==> src/rtl/uart_tx_if.sv <==
// Byte-write and serial-line signals of the buffered UART transmitter.
// The slave modport is the transmitter side and the master modport is the producer side.
interface uart_tx_if #(
  parameter int FIFO_DEPTH = 4
);
  localparam int LW = $clog2(FIFO_DEPTH) + 1;

  logic          wr_en;
  logic [7:0]    din;
  logic          full;
  logic [LW-1:0] level;
  logic          overflow;
  logic          mosi;
  logic          busy;
  logic          done;

  modport master (
    output wr_en, din,
    input  full, level, overflow, mosi, busy, done
  );

  modport slave (
    input  wr_en, din,
    output full, level, overflow, mosi, busy, done
  );
endinterface

==> src/rtl/uart_tx.sv <==
// Buffered 8N1 UART transmitter: a small FIFO feeds a serialiser.
// An optional idle gap follows each stop bit.
module uart_tx #(
  parameter int CLKS_PER_BIT = 1,
  parameter int FIFO_DEPTH   = 4,
  parameter int IDLE_GAP     = 0
) (
  input  logic    clk,
  input  logic    rst_n,
  uart_tx_if.slave tx
);
  localparam int PW = $clog2(FIFO_DEPTH);
  localparam int LW = PW + 1;

  typedef enum logic [2:0] {S_IDLE, S_START, S_DATA, S_STOP, S_GAP} state_t;

  state_t        state_q, state_d;
  logic [7:0]    mem_q [FIFO_DEPTH];
  logic [7:0]    mem_d [FIFO_DEPTH];
  logic [PW-1:0] wr_ptr_q, wr_ptr_d, rd_ptr_q, rd_ptr_d;
  logic [LW-1:0] level_q, level_d;
  logic          full_q, full_d;
  logic          overflow_q, overflow_d;
  logic          mosi_q, mosi_d;
  logic [7:0]    shift_q, shift_d;
  logic [7:0]    clk_cnt_q, clk_cnt_d;
  logic [2:0]    bit_cnt_q, bit_cnt_d;
  logic [3:0]    gap_cnt_q, gap_cnt_d;

  logic push, pop, bit_end;

  // full_q is the registered flag, so a write is dropped even if a pop frees a slot this cycle
  assign push    = tx.wr_en && !full_q;
  assign pop     = (state_q == S_IDLE) && (level_q != '0);
  assign bit_end = (clk_cnt_q == 8'(CLKS_PER_BIT - 1));

  always_comb begin
    mem_d      = mem_q;
    wr_ptr_d   = wr_ptr_q;
    rd_ptr_d   = rd_ptr_q;
    level_d    = level_q;
    overflow_d = tx.wr_en && full_q;
    if (push) begin
      mem_d[wr_ptr_q] = tx.din;
      wr_ptr_d        = wr_ptr_q + PW'(1);
    end
    if (pop) rd_ptr_d = rd_ptr_q + PW'(1);
    case ({push, pop})
      2'b10:   level_d = level_q + LW'(1);
      2'b01:   level_d = level_q - LW'(1);
      default: level_d = level_q;
    endcase
    full_d = (level_d == LW'(FIFO_DEPTH));
  end

  always_comb begin
    state_d   = state_q;
    shift_d   = shift_q;
    clk_cnt_d = bit_end ? 8'd0 : clk_cnt_q + 8'd1;
    bit_cnt_d = bit_cnt_q;
    gap_cnt_d = gap_cnt_q;
    case (state_q)
      S_IDLE: begin
        clk_cnt_d = 8'd0;
        gap_cnt_d = 4'd0;
        if (pop) begin
          shift_d   = mem_q[rd_ptr_q];
          bit_cnt_d = 3'd0;
          state_d   = S_START;
        end
      end
      S_START: if (bit_end) state_d = S_DATA;
      S_DATA: begin
        if (bit_end) begin
          shift_d   = {1'b0, shift_q[7:1]};
          bit_cnt_d = bit_cnt_q + 3'd1;
          if (bit_cnt_q == 3'd7) state_d = S_STOP;
        end
      end
      S_STOP: if (bit_end) state_d = (IDLE_GAP > 0) ? S_GAP : S_IDLE;
      S_GAP: begin
        if (bit_end) begin
          gap_cnt_d = gap_cnt_q + 4'd1;
          if (gap_cnt_q == 4'(IDLE_GAP - 1)) state_d = S_IDLE;
        end
      end
      default: state_d = S_IDLE;
    endcase
    // line level is registered, so it follows the state being entered
    case (state_d)
      S_START: mosi_d = 1'b0;
      S_DATA:  mosi_d = shift_d[0];
      default: mosi_d = 1'b1;
    endcase
  end

  always_ff @(posedge clk) begin
    if (!rst_n) begin
      state_q    <= S_IDLE;
      wr_ptr_q   <= '0;
      rd_ptr_q   <= '0;
      level_q    <= '0;
      full_q     <= 1'b0;
      overflow_q <= 1'b0;
      mosi_q     <= 1'b1;
      shift_q    <= 8'd0;
      clk_cnt_q  <= 8'd0;
      bit_cnt_q  <= 3'd0;
      gap_cnt_q  <= 4'd0;
    end else begin
      state_q    <= state_d;
      wr_ptr_q   <= wr_ptr_d;
      rd_ptr_q   <= rd_ptr_d;
      level_q    <= level_d;
      full_q     <= full_d;
      overflow_q <= overflow_d;
      mosi_q     <= mosi_d;
      shift_q    <= shift_d;
      clk_cnt_q  <= clk_cnt_d;
      bit_cnt_q  <= bit_cnt_d;
      gap_cnt_q  <= gap_cnt_d;
    end
  end

  // storage needs no reset: the pointers and level define what is valid
  always_ff @(posedge clk) begin
    mem_q <= mem_d;
  end

  assign tx.full     = full_q;
  assign tx.level    = level_q;
  assign tx.overflow = overflow_q;
  assign tx.mosi     = mosi_q;
  assign tx.busy     = (state_q != S_IDLE);
  assign tx.done     = (state_q == S_STOP) && bit_end;
endmodule

==> src/flat_wrapper.sv <==
// flat-port wrapper written by rule: the top's interface ports become plain ports
module uart_tx_flat 
#(
  parameter int CLKS_PER_BIT = 1,
  parameter int FIFO_DEPTH   = 4,
  parameter int IDLE_GAP     = 0
)
  (clk, rst_n, tx_wr_en, tx_din, tx_full, tx_level, tx_overflow, tx_mosi, tx_busy, tx_done);
  uart_tx_if #(.FIFO_DEPTH(FIFO_DEPTH)) tx_i ();
  input  logic clk;
  input  logic rst_n;
  input wire logic [$bits(tx_i.wr_en)-1:0] tx_wr_en;
  input wire logic [$bits(tx_i.din)-1:0] tx_din;
  output wire logic [$bits(tx_i.full)-1:0] tx_full;
  output wire logic [$bits(tx_i.level)-1:0] tx_level;
  output wire logic [$bits(tx_i.overflow)-1:0] tx_overflow;
  output wire logic [$bits(tx_i.mosi)-1:0] tx_mosi;
  output wire logic [$bits(tx_i.busy)-1:0] tx_busy;
  output wire logic [$bits(tx_i.done)-1:0] tx_done;
  assign tx_i.wr_en = tx_wr_en;
  assign tx_i.din = tx_din;
  assign tx_full = tx_i.full;
  assign tx_level = tx_i.level;
  assign tx_overflow = tx_i.overflow;
  assign tx_mosi = tx_i.mosi;
  assign tx_busy = tx_i.busy;
  assign tx_done = tx_i.done;
  uart_tx #(.CLKS_PER_BIT(CLKS_PER_BIT), .FIFO_DEPTH(FIFO_DEPTH), .IDLE_GAP(IDLE_GAP)) u_core (.clk(clk), .rst_n(rst_n), .tx(tx_i));
endmodule
==> config.mk <==
export PLATFORM = sky130hd
export DESIGN_NAME = uart_tx_flat
export DESIGN_NICKNAME = d
export VERILOG_FILES = /design/src/rtl/uart_tx_if.sv /design/src/rtl/uart_tx.sv /design/src/flat_wrapper.sv
export SDC_FILE = /design/constraint.sdc
export NUM_CORES = 1
export LEC_CHECK = 0
export CAP_MARGIN = 20
export CORE_MARGIN = 1.5
export CORE_UTILIZATION = 52
export DETAILED_ROUTE_END_ITERATION = 16
export HOLD_SLACK_MARGIN = 0.06
export PLACE_DENSITY_LB_ADDON = 0.25
export SLEW_MARGIN = 20
export SYNTH_ARGS = -nofsm -noshare
export SYNTH_HDL_FRONTEND = slang
export SYNTH_SLANG_ARGS = --single-unit
==> constraint.sdc <==
create_clock -name clk -period 2.2 [get_ports clk]
set_input_delay 0.33 -clock clk [delete_from_list [all_inputs] [get_ports clk]]
set_output_delay 0.33 -clock clk [all_outputs]
set_load 0.02 [all_outputs]
-- Word level (Yosys, flattened, before mapping)
Cells that the tools add are included.
- memory bits (writable): 0
- memories kept: 0
- output and inout port bits: 8
- ROM bits: 0
- bits in latches: 0
- word-level logic and storage cells: 82
- flip-flop bits (word level): 68
- $lt $le $gt $ge: 3
- multiplexer cells: 24
- equality and inequality tests: 14
- reduce and logical (&&, ||, !) cells: 15
- add/sub/neg operators: 7
- multiply operators: 0
- shift-type cells: 0
- div/mod/pow operators: 0
- bitwise operators: 3
- operators by type and width (operator ; number):
    two-way mux 8 bit ; 5
    bitwise mux 32 bit ; 1
    two-way mux 3 bit ; 9
    binary-select mux 8 bit (select 2 bit) ; 1
    demux 8 bit (select 2 bit) ; 1
    case mux 8 bit (2 select lines) ; 1
    case mux 3 bit (5 select lines) ; 1
    case mux 3 bit (2 select lines) ; 2
    == test 3 x 2 -> 1 bit (second input constant) ; 3
    == test 3 bit (second input constant) ; 3
    adder 8 x 1 -> 8 bit (second input constant) ; 1
    logical NOT 8 bit ; 1
    case mux 4 bit (2 select lines) ; 1
    adder 3 x 1 -> 3 bit (second input constant) ; 2
    == test 3 x 1 -> 1 bit (second input constant) ; 2
    greater-or-equal comparator 3 bit (second input constant) ; 2
    inequality test 2 x 1 -> 1 bit (second input constant) ; 3
    inverter 2 -> 3 bit ; 2
    nonzero test 3 bit ; 2
    logical AND 1 bit ; 5
    adder 2 x 1 -> 2 bit (second input constant) ; 2
    adder 4 x 1 -> 4 bit (second input constant) ; 1
    == test 4 bit (second input constant) ; 1
    two-way mux 4 bit ; 1
    other kinds (12) ; 13

-- Longest topological paths before layout
- word-level depth: 7
- depth in mapped cells: 11
- mapped depth without buffers: 9

-- Worst setup path before layout
OpenSTA, ideal clock, no wires.
- path type: register -> register
- start point: register u_core.state_q[1]
- end point: register u_core.full_q, in the netlist u_core.tx.full
- setup time: 0.115 ns
- slack: -0.372 ns
- stages on the path, launching flop included: 12
- arrival: 2.456 ns
- path buffers: 2
- cell sequence: dfxtp_1 > clkbuf_1 > or3_1 > nor2b_1 > buf_2 > ha_1 > inv_1 > fa_1 > xnor2_1 > nand2_1 > xnor2_1 > and3_1
- longest elaborated chain between the ends: 5
- RTL lines (element ; RTL line ; source):
    start, declared ; uart_tx.sv:17 ; state_t state_q, state_d;
    start signal, assigned ; uart_tx.sv:111 ; state_q <= state_d;
    logical NOT 3 bit (*) ; uart_tx.sv:34 ; assign pop = (state_q == S_IDLE) && (level_q != '0);
    logical AND 1 bit (*) ; uart_tx.sv:34 ;
    == test 2 x 1 -> 1 bit / == test 2 bit (equally long branches) ; uart_tx.sv:48 ; case ({push, pop})
    case mux 3 bit (2 select lines) (*) ; uart_tx.sv:48 ;
    == test 3 bit (*) ; uart_tx.sv:53 ; full_d = (level_d == LW'(FIFO_DEPTH));
    end signal, assigned ; uart_tx.sv:115 ; full_q <= full_d;
    end, declared ; uart_tx.sv:22 ; logic full_q, full_d;
Mark *: on every way between the ends. The rest lies on a longest branch, timed or not.
A chain may end at the register's enable or synchronous reset.

-- Worst setup path after layout
- start point: register u_core.state_q[2]
- end point: output port tx_busy
- longest elaborated chain between the ends: 1
- RTL lines (element ; RTL line ; source):
    nonzero test 3 bit ; uart_tx.sv:134 ; assign tx.busy = (state_q != S_IDLE);
    end, declared ; flat_wrapper.sv:18 ; output wire logic [$bits(tx_i.busy)-1:0] tx_busy;
No other way between the ends.

==> metrics.yaml <==
cts:
  cts.sinks: 68
  worst_skew_pair.late_latency_ns: 0.34
  clk_pin_slew_ns: 0.07
  cts_tree: "built"
  numCtsBuffers: 9
  clockBufferDepth: 2
  htreeDepth: 3
  clock-root-buffer: "clkbuf_8"
cells_and_area:
  diodes: 0
  fillers: 448
  drive_above_1_share_pct: 19.73
  final_area_mm2: 0.003568
  instances_no_fill: 366
  synthToLayoutAreaGrowth_pct: 21.26
  final_nets: 311
setup_path:
  worstReg2RegEnd: "u_core.tx.full"
  r2r_start: "u_core.state_q[2]"
  path_max_fanout: 2
  reg2reg_depth: 9
  ff2ff_setup_slack_ns: 0.18
  crit_path_end_kind: "output port"
  cp.arrival_ns: 1.73
  crit_path_start_kind: "register"
  crit_required_ns: 1.87
  criticalPathCategory: "reg2out"
yosys:
  synth_area_leaders: "edfxtp_1 (33%), dfxtp_1 (24%), mux4_2 (6.1%)"
  ys.flop_type: "dfxtp_1"
  syn_area_per_cell_um2: 11.72
  yosysWarnings: 0
  synth-xor-area-share_pct: 3.571
  yosys.area_share.simple_pct: 15.18
  synthMuxAreaShare_pct: 6.122
  syn-cell-area_mm2: 0.002943
  ys_seq_area_share_pct: 57.14
  async_flop_share_pct: 0
  ys_ff_latch: 68
  synthAdderAreaFrac_pct: 4.932
  synth_top_area_share_pct: 32.65
  ys_types: 48
  syn_nets: 273
  yosysTopAreaCell: "edfxtp_1"
  synth_edf_count: 32
  synth_compound_area_share_pct: 9.566
  synth_top_family_by_area: "simple AND/OR/NAND/NOR gates"
  synthCells: 251
grt:
  grt_pass1_vias: 1936
  groute.usage.overall_pct: 20.04
  grt_antenna_before_repair: 0
  grt_max_degree: 24
  gr-total-overflow: 0
  grt_pass1_wl_um: 9177
min_path:
  whs_path_depth: 2
  hp-class: "reg2reg"
  hold_start: "u_core.shift_q[7]"
  holdPathEnd: "u_core.shift_q[7]"
job:
  cap_violations: 0
sta:
  hold_ws_ns: 0.4614
  fmax_mhz: 486.6
  rsz0062_at_grt: "false"
  finalHoldViolCount: 0
  fin_setup_tns_ns: 0
  period_share_pct: 93.41
  finalSetupViolations: 0
  slew_violations: 0
  relSlewSlack_pct: 70.99
  worst_pin_slew_ns: 0.4351
  fin_skew_ns: 0.008174
  min_period_ns: 2.055
routing:
  drc_errors: 0
  vias: 1945
  ant_nets: 0
  via_per_inst: 5.314
  wl_um: 5414
  drtPass1Iterations: 4
  first_iter_violations: 67
  wl_per_cell_um: 14.79
pwr:
  pwr-share-seq_pct: 38.9
  cellLeakagePower_nw: 1.288
  switching_share_pct: 31.66
  power.switching_mw: 1.347
  power_mw: 4.254
  ir_drop_mv: 0.6274
  powerDensity_mw_per_mm2: 1192
  intPower_mw: 2.907
  combinationalPowerShare_pct: 34.1
  clkPwrFrac_pct: 26.9
floorplanning:
  start_util_pct: 53.77
  fp.coreArea_mm2: 0.005473
  dieHeight_um: 78.23
  dieArea_mm2: 0.006120
  die_w_um: 78.23
  num_rows: 27
  ios: 19
status:
  status: "complete, no violations"
place:
  routabilityCongestion: 0.7938
  dpl_cell_area_mm2: 0.003344
  portBuffers: 18
  hpwl_um: 3701
  post-place-cells: 349
## through the flow
stage	setup WS, ns	utilization [%]
after floorplan	-0.01327	-
after global placement	-0.01278	61.11
after detailed placement	-0.04342	61.11
after CTS	0.07632	65.27
after global routing	0.05284	65.20
final	0.1449	65.20
## registers in the layout, indices dropped and copies added, names as in the netlist
| signal | count |
|---|---|
| u_core.mem_q | 32 |
| u_core.clk_cnt_q | 8 |
| u_core.shift_q | 8 |
| u_core.gap_cnt_q | 4 |
| u_core.bit_cnt_q | 3 |
| u_core.state_q | 3 |
| u_core.tx.level | 3 |
| u_core.rd_ptr_q | 2 |
| u_core.wr_ptr_q | 2 |
| u_core.tx.full | 1 |
| u_core.tx.mosi | 1 |
| u_core.tx.overflow | 1 |
## worst max-delay path by stage
stage / to / cells past startpoint / from / slack (ns)
after CTS: tx_done / 6 / u_core.clk_cnt_q[1] / 0.08
final: tx_busy / 3 / u_core.state_q[2] / 0.14
after floorplan: u_core.tx.full / 11 / u_core.state_q[0] / -0.01
after global routing: u_core.tx.full / 9 / u_core.state_q[2] / 0.05
after detailed placement: u_core.tx.full / 9 / u_core.state_q[2] / -0.04
after global placement: u_core.tx.full / 9 / u_core.state_q[2] / -0.01
## worst max-delay path, stage by stage, from the launching register on
cell and delay (ns):
dfxtp_1 0.31, or3_4 0.40, buf_4 0.15, clkdlybuf4s50_1 0.52
## area by class of cell
cell class	instances	area (um2)	area share, %
repair buffers	39	332.8	9.327
well taps	72	90.09	2.525
clock inverters	7	97.59	2.735
multi-input cells	156	1186	33.24
inverters	15	56.30	1.578
clock buffers	9	123.9	3.471
flip-flops and latches	68	1682	47.12
## synth_stat cells, types with 4 or more instances
| library cell | number |
|---|---|
| a21oi_1 | 8 |
| a22oi_1 | 6 |
| and2_1 | 7 |
| clkbuf_1 | 9 |
| dfxtp_1 | 36 |
| edfxtp_1 | 32 |
| ha_1 | 10 |
| inv_1 | 14 |
| mux4_2 | 8 |
| nand2_1 | 22 |
| nand3_1 | 11 |
| nor2_1 | 16 |
| o21ai_0 | 5 |
| o21ai_1 | 4 |
| o22ai_1 | 7 |
| or3_1 | 5 |
| xnor2_1 | 6 |
| xor2_1 | 6 |
## power groups by stage
stage                     clock [mW]  sequential (mW)  combinational (mW)
after global placement             0             1.68                1.40
after CTS                       1.17             1.66                1.46
final                           1.15             1.66                1.45
after global routing            1.24             1.68                1.60
after floorplan                    0             1.69                1.00
after detailed placement           0             1.68                1.43
## cell families (layout without fill, tap and decap cells)
kind of cell             count (synthesis)  count (layout)
multiplexers                             8               8
flip-flops                              68              68
AO/OA/AOI/OAI                           42              42
adder cells (fa/ha/maj)                 11              11
XOR/XNOR                                12              12
AND/OR/NAND/NOR                         83              83
buffers and inverters                   27              70
## cell usage in the layout, fill, tap and decap left out, types with 3 or more instances in the layout
master           instances
and3_1                   3
nand3_1                 11
inv_1                   13
o22ai_1                  7
or3_1                    4
buf_4                   21
inv_6                    3
xnor2_1                  6
and2_1                   7
dfxtp_1                 36
o21ai_0                  5
a22oi_1                  6
o21ai_1                  4
nand2_1                 22
clkdlybuf4s50_1         17
ha_1                     9
edfxtp_1                32
clkbuf_8                 9
nor2_1                  16
mux4_2                   8
xor2_1                   6
a21oi_1                  8
## routing by layer
layer / GRT usage (%) / vias up / part of all wire (%)
met5: 0 / - / 0
met3: 5.581 / 6 / 3.7
met2: 30.87 / 29 / 47
li1: - / 987 / -
met1: 26.55 / 923 / 47
met4: 8.750 / 0 / 1.4
## repair_timing
| item | 4_1_cts | 5_1_grt |
|---|---|---|
| hold buffers | 0 | 0 |
| setup buffers | 1 | 0 |
| resized for setup | 1 | 3 |
| cloned | 0 | 0 |
| setup endpoints to repair | 3 | 1 |
No activity file was read; power rests on OpenSTA's default activity.
